===== src/rtl/alu_share_pkg.sv =====
// alu_share_pkg: alu opcodes and controller FSM states shared by the alu share controller
package alu_share_pkg;
    localparam logic [3:0] OP_AND = 4'b0000;
    localparam logic [3:0] OP_ADD = 4'b0010;
    localparam logic [3:0] OP_SUB = 4'b0110;
    localparam logic [3:0] OP_EQ  = 4'b1000;
    typedef enum logic [1:0] {IDLE, EXEC, RESP} share_state_t;
endpackage


===== src/rtl/alu.sv =====
// alu: combinational AND/ADD/SUB/EQ unit; unknown opcodes yield zero
module alu
    import alu_share_pkg::*;
#(
    parameter int DATA_WIDTH    = 32,
    parameter int OPCODE_LENGTH = 4
) (
    input  logic [DATA_WIDTH-1:0]    SrcA,
    input  logic [DATA_WIDTH-1:0]    SrcB,
    input  logic [OPCODE_LENGTH-1:0] Operation,
    output logic [DATA_WIDTH-1:0]    ALUResult
);
    assign ALUResult = (Operation == OP_AND) ? SrcA & SrcB :
                       (Operation == OP_ADD) ? SrcA + SrcB :
                       (Operation == OP_SUB) ? SrcA - SrcB :
                       (Operation == OP_EQ)  ? {{(DATA_WIDTH-1){1'b0}}, SrcA == SrcB} :
                                               '0;
endmodule


===== src/rtl/alu_share_ctrl_rr_arbiter.sv =====
// rr_arbiter: combinational round-robin pick using a mask above last_grant with fallback to lowest requester
module rr_arbiter #(
    parameter int NUM_REQ = 2,
    parameter int ID_W    = $clog2(NUM_REQ)
) (
    input  logic [NUM_REQ-1:0] req,
    input  logic [ID_W-1:0]    last_grant,
    input  logic               en,
    output logic [NUM_REQ-1:0] grant,
    output logic [ID_W-1:0]    grant_idx
);
    logic [NUM_REQ-1:0] masked;
    logic [ID_W-1:0]    masked_idx;
    logic [ID_W-1:0]    any_idx;
    always_comb begin
        masked     = '0;
        masked_idx = '0;
        any_idx    = '0;
        for (int i = 0; i < NUM_REQ; i++) masked[i] = req[i] && (i > int'(last_grant));
        for (int i = NUM_REQ - 1; i >= 0; i--) begin
            if (masked[i]) masked_idx = ID_W'(i);
            if (req[i]) any_idx = ID_W'(i);
        end
        grant_idx = |masked ? masked_idx : any_idx;
        grant     = (en && |req) ? NUM_REQ'(1) << grant_idx : '0;
    end
endmodule


===== src/rtl/alu_share_ctrl.sv =====
// alu_share_ctrl: round-robin sharing of one alu between NUM_REQ requesters, one op in flight.
// Define ALU_SHARE_B2B_EN to let the response handshake cycle accept the next request directly.
module alu_share_ctrl
    import alu_share_pkg::*;
#(
    parameter int DATA_WIDTH    = 32,
    parameter int OPCODE_LENGTH = 4,
    parameter int NUM_REQ       = 2,
    parameter int ID_W          = $clog2(NUM_REQ)
) (
    input  logic                             clk,
    input  logic                             rst_n,
    input  logic [NUM_REQ-1:0]               req_valid,
    output logic [NUM_REQ-1:0]               req_ready,
    input  logic [NUM_REQ*DATA_WIDTH-1:0]    req_srca,
    input  logic [NUM_REQ*DATA_WIDTH-1:0]    req_srcb,
    input  logic [NUM_REQ*OPCODE_LENGTH-1:0] req_op,
    output logic [NUM_REQ-1:0]               rsp_valid,
    input  logic [NUM_REQ-1:0]               rsp_ready,
    output logic [DATA_WIDTH-1:0]            rsp_result,
    output logic [ID_W-1:0]                  rsp_id,
    output logic                             busy
);
    share_state_t             state;
    logic [ID_W-1:0]          last_grant;
    logic [ID_W-1:0]          owner;
    logic [DATA_WIDTH-1:0]    srca_q;
    logic [DATA_WIDTH-1:0]    srcb_q;
    logic [OPCODE_LENGTH-1:0] op_q;
    logic [DATA_WIDTH-1:0]    alu_result;
    logic [NUM_REQ-1:0]       grant;
    logic [ID_W-1:0]          grant_idx;
    logic                     hs;
    logic                     arb_en;
    logic                     take;
    assign hs = (state == RESP) && rsp_ready[owner];
`ifdef ALU_SHARE_B2B_EN
    assign arb_en = rst_n && ((state == IDLE) || hs);
`else
    assign arb_en = rst_n && (state == IDLE);
`endif
    assign take      = |grant;
    assign req_ready = grant;
    assign busy      = state != IDLE;
    // in RESP the pointer is taken from owner so the arbiter already sees it advanced past g
    rr_arbiter #(.NUM_REQ(NUM_REQ), .ID_W(ID_W)) u_arb (
        .req        (req_valid),
        .last_grant ((state == RESP) ? owner : last_grant),
        .en         (arb_en),
        .grant      (grant),
        .grant_idx  (grant_idx)
    );
    alu #(.DATA_WIDTH(DATA_WIDTH), .OPCODE_LENGTH(OPCODE_LENGTH)) u_alu (
        .SrcA      (srca_q),
        .SrcB      (srcb_q),
        .Operation (op_q),
        .ALUResult (alu_result)
    );
    always_ff @(posedge clk or negedge rst_n) begin
        if (!rst_n) begin
            state      <= IDLE;
            last_grant <= ID_W'(NUM_REQ - 1);
            owner      <= '0;
            srca_q     <= '0;
            srcb_q     <= '0;
            op_q       <= '0;
            rsp_valid  <= '0;
            rsp_result <= '0;
            rsp_id     <= '0;
        end else begin
            if (take) begin
                owner  <= grant_idx;
                srca_q <= req_srca[int'(grant_idx)*DATA_WIDTH +: DATA_WIDTH];
                srcb_q <= req_srcb[int'(grant_idx)*DATA_WIDTH +: DATA_WIDTH];
                op_q   <= req_op[int'(grant_idx)*OPCODE_LENGTH +: OPCODE_LENGTH];
            end
            case (state)
                IDLE: state <= take ? EXEC : IDLE;
                EXEC: begin
                    rsp_result <= alu_result;
                    rsp_id     <= owner;
                    rsp_valid  <= NUM_REQ'(1) << owner;
                    state      <= RESP;
                end
                RESP: if (hs) begin
                    rsp_valid  <= '0;
                    last_grant <= owner;
                    state      <= take ? EXEC : IDLE;
                end
                default: state <= IDLE;
            endcase
        end
    end
endmodule

===== config.mk =====
export PLATFORM = sky130hd
export DESIGN_NAME = alu_share_ctrl
export DESIGN_NICKNAME = d
export VERILOG_FILES = /design/src/rtl/alu_share_pkg.sv /design/src/rtl/alu.sv /design/src/rtl/alu_share_ctrl_rr_arbiter.sv /design/src/rtl/alu_share_ctrl.sv
export SDC_FILE = /design/constraint.sdc
export NUM_CORES = 1
export LEC_CHECK = 0
export CAP_MARGIN = 15
export CORE_AREA = 2 2 131 133
export DETAILED_ROUTE_END_ITERATION = 7
export DIE_AREA = 0 0 133 135
export HOLD_SLACK_MARGIN = 0.02
export PLACE_DENSITY = 0.81
export SLEW_MARGIN = 0
export SYNTH_ARGS = -nofsm -noshare
export SYNTH_HDL_FRONTEND = slang
export SYNTH_SLANG_ARGS = --single-unit

===== constraint.sdc =====
create_clock -name clk -period 3.8 [get_ports clk]
set_clock_uncertainty 0.2 [all_clocks]
set_input_delay 0.57 -clock clk [delete_from_list [all_inputs] [get_ports clk]]
set_output_delay 0.57 -clock clk [all_outputs]
set_load 0.02 [all_outputs]

# Yosys cells after proc, flatten, opt, wreduce, memory -nomap -nowiden
# Index checks and enable logic that the tools add are counted.
# Widths: inputs -> output; s select.
# totals
ram_bits	0
ff_bits	107
inputBits	142
latch_bits	0
output_inout_bits	38
n_memories	0
elab_cells	54
romBits	0
# classes
mux	16
magnitude_cmp	2
n_shift	5
div	0
bitwise	1
reduce_logical	12
n_eq_ne	7
n_mul	0
add_sub_neg	2
# op_table
cell	count
$shiftx 64x7->32	2
$mux 32	3
$add 32x32->32	1
$and 32x32->32	1
$eq 32x32->1	1
$sub 32x32->32	1
$mux 1	8
$shiftx 8x4->4	1
$mux 2	3
$pmux 2 s3	1
$eq 4x2->1 const B	1
$eq 4x3->1 const B	1
$eq 4x4->1 const B	1
$logic_and 1x1->1	4
$logic_not 4->1	1
$pmux 2 s2	1
$reduce_and 2->1	2
$reduce_bool 2->1	2
$reduce_or 2->1	2
$shl 1x1->2 const A	2
$eq 2x1->1 const B	1
$eq 2x2->1 const B	1
$logic_not 2->1	1
$lt 1x2->1 const B	1
other kinds (2)	2

# Depth between registers and ports, before layout
# depth
depth_word	11
mapped_depth	12
mapped_depth_nobuf	12

# Modules after synthesis
# Synthesis repeated with hierarchy kept, for this count alone.
# hier_totals
cells_unflattened	1097
hier_area_um2	8683.3
# modules_own_cells
mod	area_each_um2	seq_area_each_um2	cells_each	n_inst
alu_share_ctrl	4720.8	2678.8	468	1
alu	3932.5	0.0	624	1
rr_arbiter	30.0	0.0	5	1

# Worst setup path after synthesis
# OpenSTA, ideal clock, no wires.
# synth_timing
path_kind	reg2reg
startpoint	reg srcb_q[0]
endpoint	reg rsp_result[22]
path_buffers	0
arrival_time_ns	2.686
setup_slack_ns	0.784
setup_time_ns	0.129
path_stages_with_launch	12
synth_period_minus_slack_ns	3.016
t_required_ns	3.471
cell_sequence	dfrtp_1 ha_1 fa_1 nor2b_1 o211ai_1 a21oi_1 a221oi_2 o41ai_2 a2111oi_2 mux2i_1 xnor2_1 o22ai_1
# synth_via
elab_chain_cells	4
word_cells_on_any_way	5
classes_between	add/sub (2); mux (3)
# synth_rtl
item	line_no	source
start: declaration	alu_share_ctrl.sv:28	logic [DATA_WIDTH-1:0] srcb_q;
start signal: assignment	alu_share_ctrl.sv:74	srcb_q <= req_srcb[int'(grant_idx)*DATA_WIDTH +: DATA_WIDTH];
$sub 32x32->32	alu.sv:15	(Operation == OP_SUB) ? SrcA - SrcB :
$mux 32	alu.sv:15	
$mux 32 (*)	alu.sv:14	(Operation == OP_ADD) ? SrcA + SrcB :
$mux 32 (*)	alu.sv:13	assign ALUResult = (Operation == OP_AND) ? SrcA & SrcB :
end signal: assignment	alu_share_ctrl.sv:80	rsp_result <= alu_result;
end: declaration	alu_share_ctrl.sv:20	output logic [DATA_WIDTH-1:0] rsp_result,
# Mark *: on every way between the ends. The rest lies on a longest branch, timed or not.
# A chain may end at the register's enable or synchronous reset.

# Final worst setup path
# Ends and elaborated chain as after synthesis.

==> flow_results.org <==
** Timing
- Timing would allow up to 291.7 MHz.
- Post-Route Setup TNS :: 0 ns
- The number of slew-limit violations in the final report was 0.
- Number of setup violations in the final report :: 0
- Setup repair after global routing missed its margin :: false
- For the pin with the worst max-slew slack, the measured transition is 1.198 ns.
- Post-layout worst setup margin :: 0.3714 ns
- Dividing the final minimum period by the clock period gives 0.9023.
- Period minus WS final :: 3.429 ns
- The worst pin sits at a relative slew slack of 0.2014.
- Hold violation count in the final report :: 0

** Clocking
- Clock tree synthesis inserted a total of 9 buffers.
- CTS placed an instance of sky130_fd_sc_hd__clkbuf_16 at the clock tree root.
- CTS built an H-tree with a depth of 3.
- Clock Tree Buf Depth :: 2
- Clock transition at path regs :: 0.08 ns
- TritonCTS built the clock tree.
- The clock net in this run drives a total of 107 sinks.
- Clock Latency Late Sink :: 0.37 ns
- Once the clock tree was built, the setup fixing pass inserted 0 buffers.

** Synthesis
- Synth Instances :: 1032
- Post-Syn Area per Cell :: 8.300 sq um
- Library cells used by synthesis :: 77
- Largest cells by area after synthesis :: sky130_fd_sc_hd__dfrtp_1, sky130_fd_sc_hd__ha_1, sky130_fd_sc_hd__a21oi_1, sky130_fd_sc_hd__a221o_1, sky130_fd_sc_hd__nor2_1
- Among all flip-flop cells after synthesis, the most frequent one is sky130_fd_sc_hd__dfrtp_1.
- Yosys warns :: 0
- Synthesis produced a netlist with a net count of 1240.
- Of all flip-flops after synthesis, the portion carrying an async set or reset was 1.000.
- Area of the mapped netlist :: 8566 sq um
- Cell type with the highest aggregate area in the netlist :: sky130_fd_sc_hd__dfrtp_1
- The share of synthesized area in the top cell type comes to 0.3097.
- The share of the Yosys chip area taken by registers is 0.3127.
- Number of flip-flops and latches in the synthesized netlist :: 107
- Number of synthesized flops with an enable pin :: 0

** Global route
- In the global route stage, overall resource usage came out at 0.3366.
- Remaining global-route overflow :: 0
- Entering global routing, the biggest net connects 102 pins.
- The initial antenna violation count is 0.
- Global-route wire length before repair :: 47400 um
- For met1 alone, demand over resource in global routing was 0.5106.
- Via count of the first global-routing pass :: 8512
- For met3 alone, demand over resource in global routing was 0.06944.
- After global routing, the most crowded layer is met1.
- In the global route stage, met2 resource usage came out at 0.4908.

** Die
- The total area inside the core boundary comes to 16410 sq um.
- In this run the count of I/O pins placed on the die edge is 180.
- Cell Rows :: 47
- DIE HEIGHT :: 135 um
- The die is 133 um wide.
- The die covers 17960 sq um.
- Effective utilization at floorplan :: 0.5221

** Run status
- Result of the run :: completed

** Setup path
- At the worst endpoint, the required time is 3.85 ns.
- Measured in cells, the most critical reg-to-reg path has a length of 11.
- Along the worst path, the maximum fanout reaches 5.
- Category of the critical setup timing path :: flip-flop to flip-flop
- The worst register-to-register path has a setup slack of 0.37 ns.
- Startpoint class of the critical path :: flip-flop
- Tracing the worst setup path back leads to its startpoint at srcb_q[0].
- The startpoint identified for the worst register-to-register timing path is srcb_q[0].
- Critical path data arrival time :: 3.47 ns
- Worst reg2reg endpoint :: rsp_result[22]
- STA classifies the critical path endpoint as a flip-flop.

** Routing
- In this run, the number of DRC markers left after iteration 0 of detailed routing was 942.
- In this run the remaining antenna-violating nets after routing total 0.
- The detailed router placed 8793 vias in this run.
- For this run, the detailed router's first-pass iteration total came to 6.
- Routed length per placed instance :: 21.12 um
- Total routed wirelength :: 29570 um
- Number of vias per cell :: 6.281
- For this run, design rule violations remaining after detail routing come to 0.

** Placement
- Detailed Place HPWL :: 22660 um
- Worst setup slack before clock tree synthesis :: 0.2662 ns
- Final weighted congestion in routability-driven placement :: 0.9914
- IO Port Bufs :: 179

** Pwr
- IR analysis of the VDD net gives a maximum drop of 0.5744 mV.
- Dividing total power by cell area gives a power density of 1047 nW/um^2.
- Static Leakage :: 4.684 nW
- Sum of internal, switching and leakage power :: 11.29 mW

** Layout
- In the final design database the tool counted 1383 nets.
- Ratio of cells with drive above 1 in the final layout :: 0.05847
- 0 antenna diodes ended up in the layout.
- The area growth from synthesis to layout is 25.97%.
- Once layout is complete, the utilization of the core stands at 0.6577.

** Flow run
- Max-cap violations :: 0

** Worst hold path
- The min-delay analysis places its worst path in the category input pin to asynchronous set/reset pin.
## worst max path at each step
stage | endpoint | slack, ns | cells past startpoint
2_1_floorplan | rsp_result[22] | 0.78 | 11
3_3_place_gp | rsp_result[29] | 0.28 | 10
3_5_place_dp | rsp_result[29] | 0.27 | 10
4_1_cts | rsp_result[29] | 0.26 | 10
5_1_grt | rsp_result[29] | 0.06 | 10
6_report | rsp_result[22] | 0.37 | 11
## power breakdown
group	internal (mW)	switching, mW
Clock	0.527	0.499
Sequential	1.69	0.553
Combinational	3.17	4.85
Total	5.39	5.90
## synth_stat cells, types with 8 or more instances
cell type	number
sky130_fd_sc_hd__nand2_1	80
sky130_fd_sc_hd__o211ai_1	38
sky130_fd_sc_hd__a21oi_1	86
sky130_fd_sc_hd__nor2_1	83
sky130_fd_sc_hd__xnor2_1	25
sky130_fd_sc_hd__ha_1	64
sky130_fd_sc_hd__a31oi_1	13
sky130_fd_sc_hd__dfrtp_1	106
sky130_fd_sc_hd__o21bai_1	16
sky130_fd_sc_hd__mux2i_1	10
sky130_fd_sc_hd__clkbuf_1	52
sky130_fd_sc_hd__nand2b_1	16
sky130_fd_sc_hd__nor3_1	19
sky130_fd_sc_hd__nand3_1	44
sky130_fd_sc_hd__a211oi_1	8
sky130_fd_sc_hd__a21o_1	10
sky130_fd_sc_hd__and3_1	45
sky130_fd_sc_hd__a221o_1	38
sky130_fd_sc_hd__o21ai_0	46
sky130_fd_sc_hd__a221oi_1	17
sky130_fd_sc_hd__nor4_1	13
sky130_fd_sc_hd__nor2b_1	16
sky130_fd_sc_hd__inv_1	68
## critical path, stage by stage (launching register included)
cell and delay (ns):
sky130_fd_sc_hd__dfrtp_1 0.42, sky130_fd_sc_hd__ha_1 0.23, sky130_fd_sc_hd__fa_1 0.41, sky130_fd_sc_hd__nor2b_1 0.16, sky130_fd_sc_hd__o211ai_1 0.31, sky130_fd_sc_hd__a21oi_1 0.14, sky130_fd_sc_hd__a221oi_2 0.46, sky130_fd_sc_hd__o41ai_2 0.16
sky130_fd_sc_hd__a2111oi_2 0.44, sky130_fd_sc_hd__mux2i_1 0.15, sky130_fd_sc_hd__xnor2_1 0.15, sky130_fd_sc_hd__o22ai_1 0.08
## repair_timing
| item | 4_1_cts | 5_1_grt |
|---|---|---|
| endpoints found under the setup margin | 0 | 2 |
| gates resized for setup | 0 | 1 |
| hold buffers | 0 | 0 |
## metal layers
layer / share of wire / vias up
met1: 0.47 / 4208
met5: 0 / -
li1: - / 4071
met3: 0.086 / 57
met2: 0.43 / 457
met4: 0.018 / 0
## final cells by class
| cell class | count | area, sq um |
|---|---|---|
| Clock buffer | 9 | 225.2 |
| Clock inverter | 7 | 83.83 |
| Fill cell | 1405 | 5617 |
| Inverter | 68 | 255.2 |
| Multi-Input combinational cell | 789 | 5325 |
| Sequential cell | 107 | 2679 |
| Tap cell | 220 | 275.3 |
| Timing Repair Buffer | 200 | 1947 |
## state kept, by name, indices dropped and copies added (netlist names), 2 cells and up
| register | cells |
|---|---|
| srca_q | 32 |
| srcb_q | 32 |
| op_q | 4 |
| state | 2 |
| rsp_valid | 2 |
| rsp_result | 32 |
## layout by cell type (no fill, tap or decap), types with 4 or more instances in the layout
cell,instances
sky130_fd_sc_hd__a21o_1,10
sky130_fd_sc_hd__clkdlybuf4s50_1,178
sky130_fd_sc_hd__a211oi_1,8
sky130_fd_sc_hd__o21ai_0,46
sky130_fd_sc_hd__nor2_1,82
sky130_fd_sc_hd__nand2_1,80
sky130_fd_sc_hd__nand3_1,44
sky130_fd_sc_hd__xor2_1,4
sky130_fd_sc_hd__o21a_1,6
sky130_fd_sc_hd__or3_1,5
sky130_fd_sc_hd__nor4_1,11
sky130_fd_sc_hd__clkbuf_16,9
sky130_fd_sc_hd__nand2b_1,16
sky130_fd_sc_hd__ha_1,64
sky130_fd_sc_hd__a221oi_1,17
sky130_fd_sc_hd__o211ai_1,38
sky130_fd_sc_hd__nand4_1,7
sky130_fd_sc_hd__nor3_1,19
sky130_fd_sc_hd__a31oi_1,13
sky130_fd_sc_hd__and2_1,6
sky130_fd_sc_hd__nor2b_1,15
sky130_fd_sc_hd__o21bai_1,16
sky130_fd_sc_hd__a221o_1,38
sky130_fd_sc_hd__xnor2_1,25
sky130_fd_sc_hd__inv_1,67
sky130_fd_sc_hd__or2_2,6
sky130_fd_sc_hd__o22ai_1,4
sky130_fd_sc_hd__mux2i_1,10
sky130_fd_sc_hd__dfrtp_1,106
sky130_fd_sc_hd__buf_4,22
sky130_fd_sc_hd__o31ai_1,6
sky130_fd_sc_hd__and3_1,45
sky130_fd_sc_hd__or4_1,4
sky130_fd_sc_hd__a21oi_1,86
## kinds of logic after synthesis
group / after synthesis / synth area share
xor gates and xnor gates: 29 / 0.02965
and+or+nand+nor: 352 / 0.2035
adders and majority gates: 66 / 0.09816
AOI/OAI and AO/OA: 332 / 0.2748
buffers and inverters: 136 / 0.06953
muxes: 10 / 0.01169
DFF: 107 / 0.3127
## stage by stage
| stage | area, sq um | cells | hold slack [ns] |
|---|---|---|---|
| 2_1_floorplan | 8566 | 1032 | 0.07441 |
| 3_3_place_gp | 10480 | 1384 | 0.2657 |
| 3_5_place_dp | 10480 | 1384 | 0.2737 |
| 4_1_cts | 10780 | 1400 | 0.06635 |
| 5_1_grt | 10790 | 1400 | 0.09668 |
| 6_report | 10790 | 1400 | 0.05191 |
Note: power is estimated with default switching activity, not from simulation.
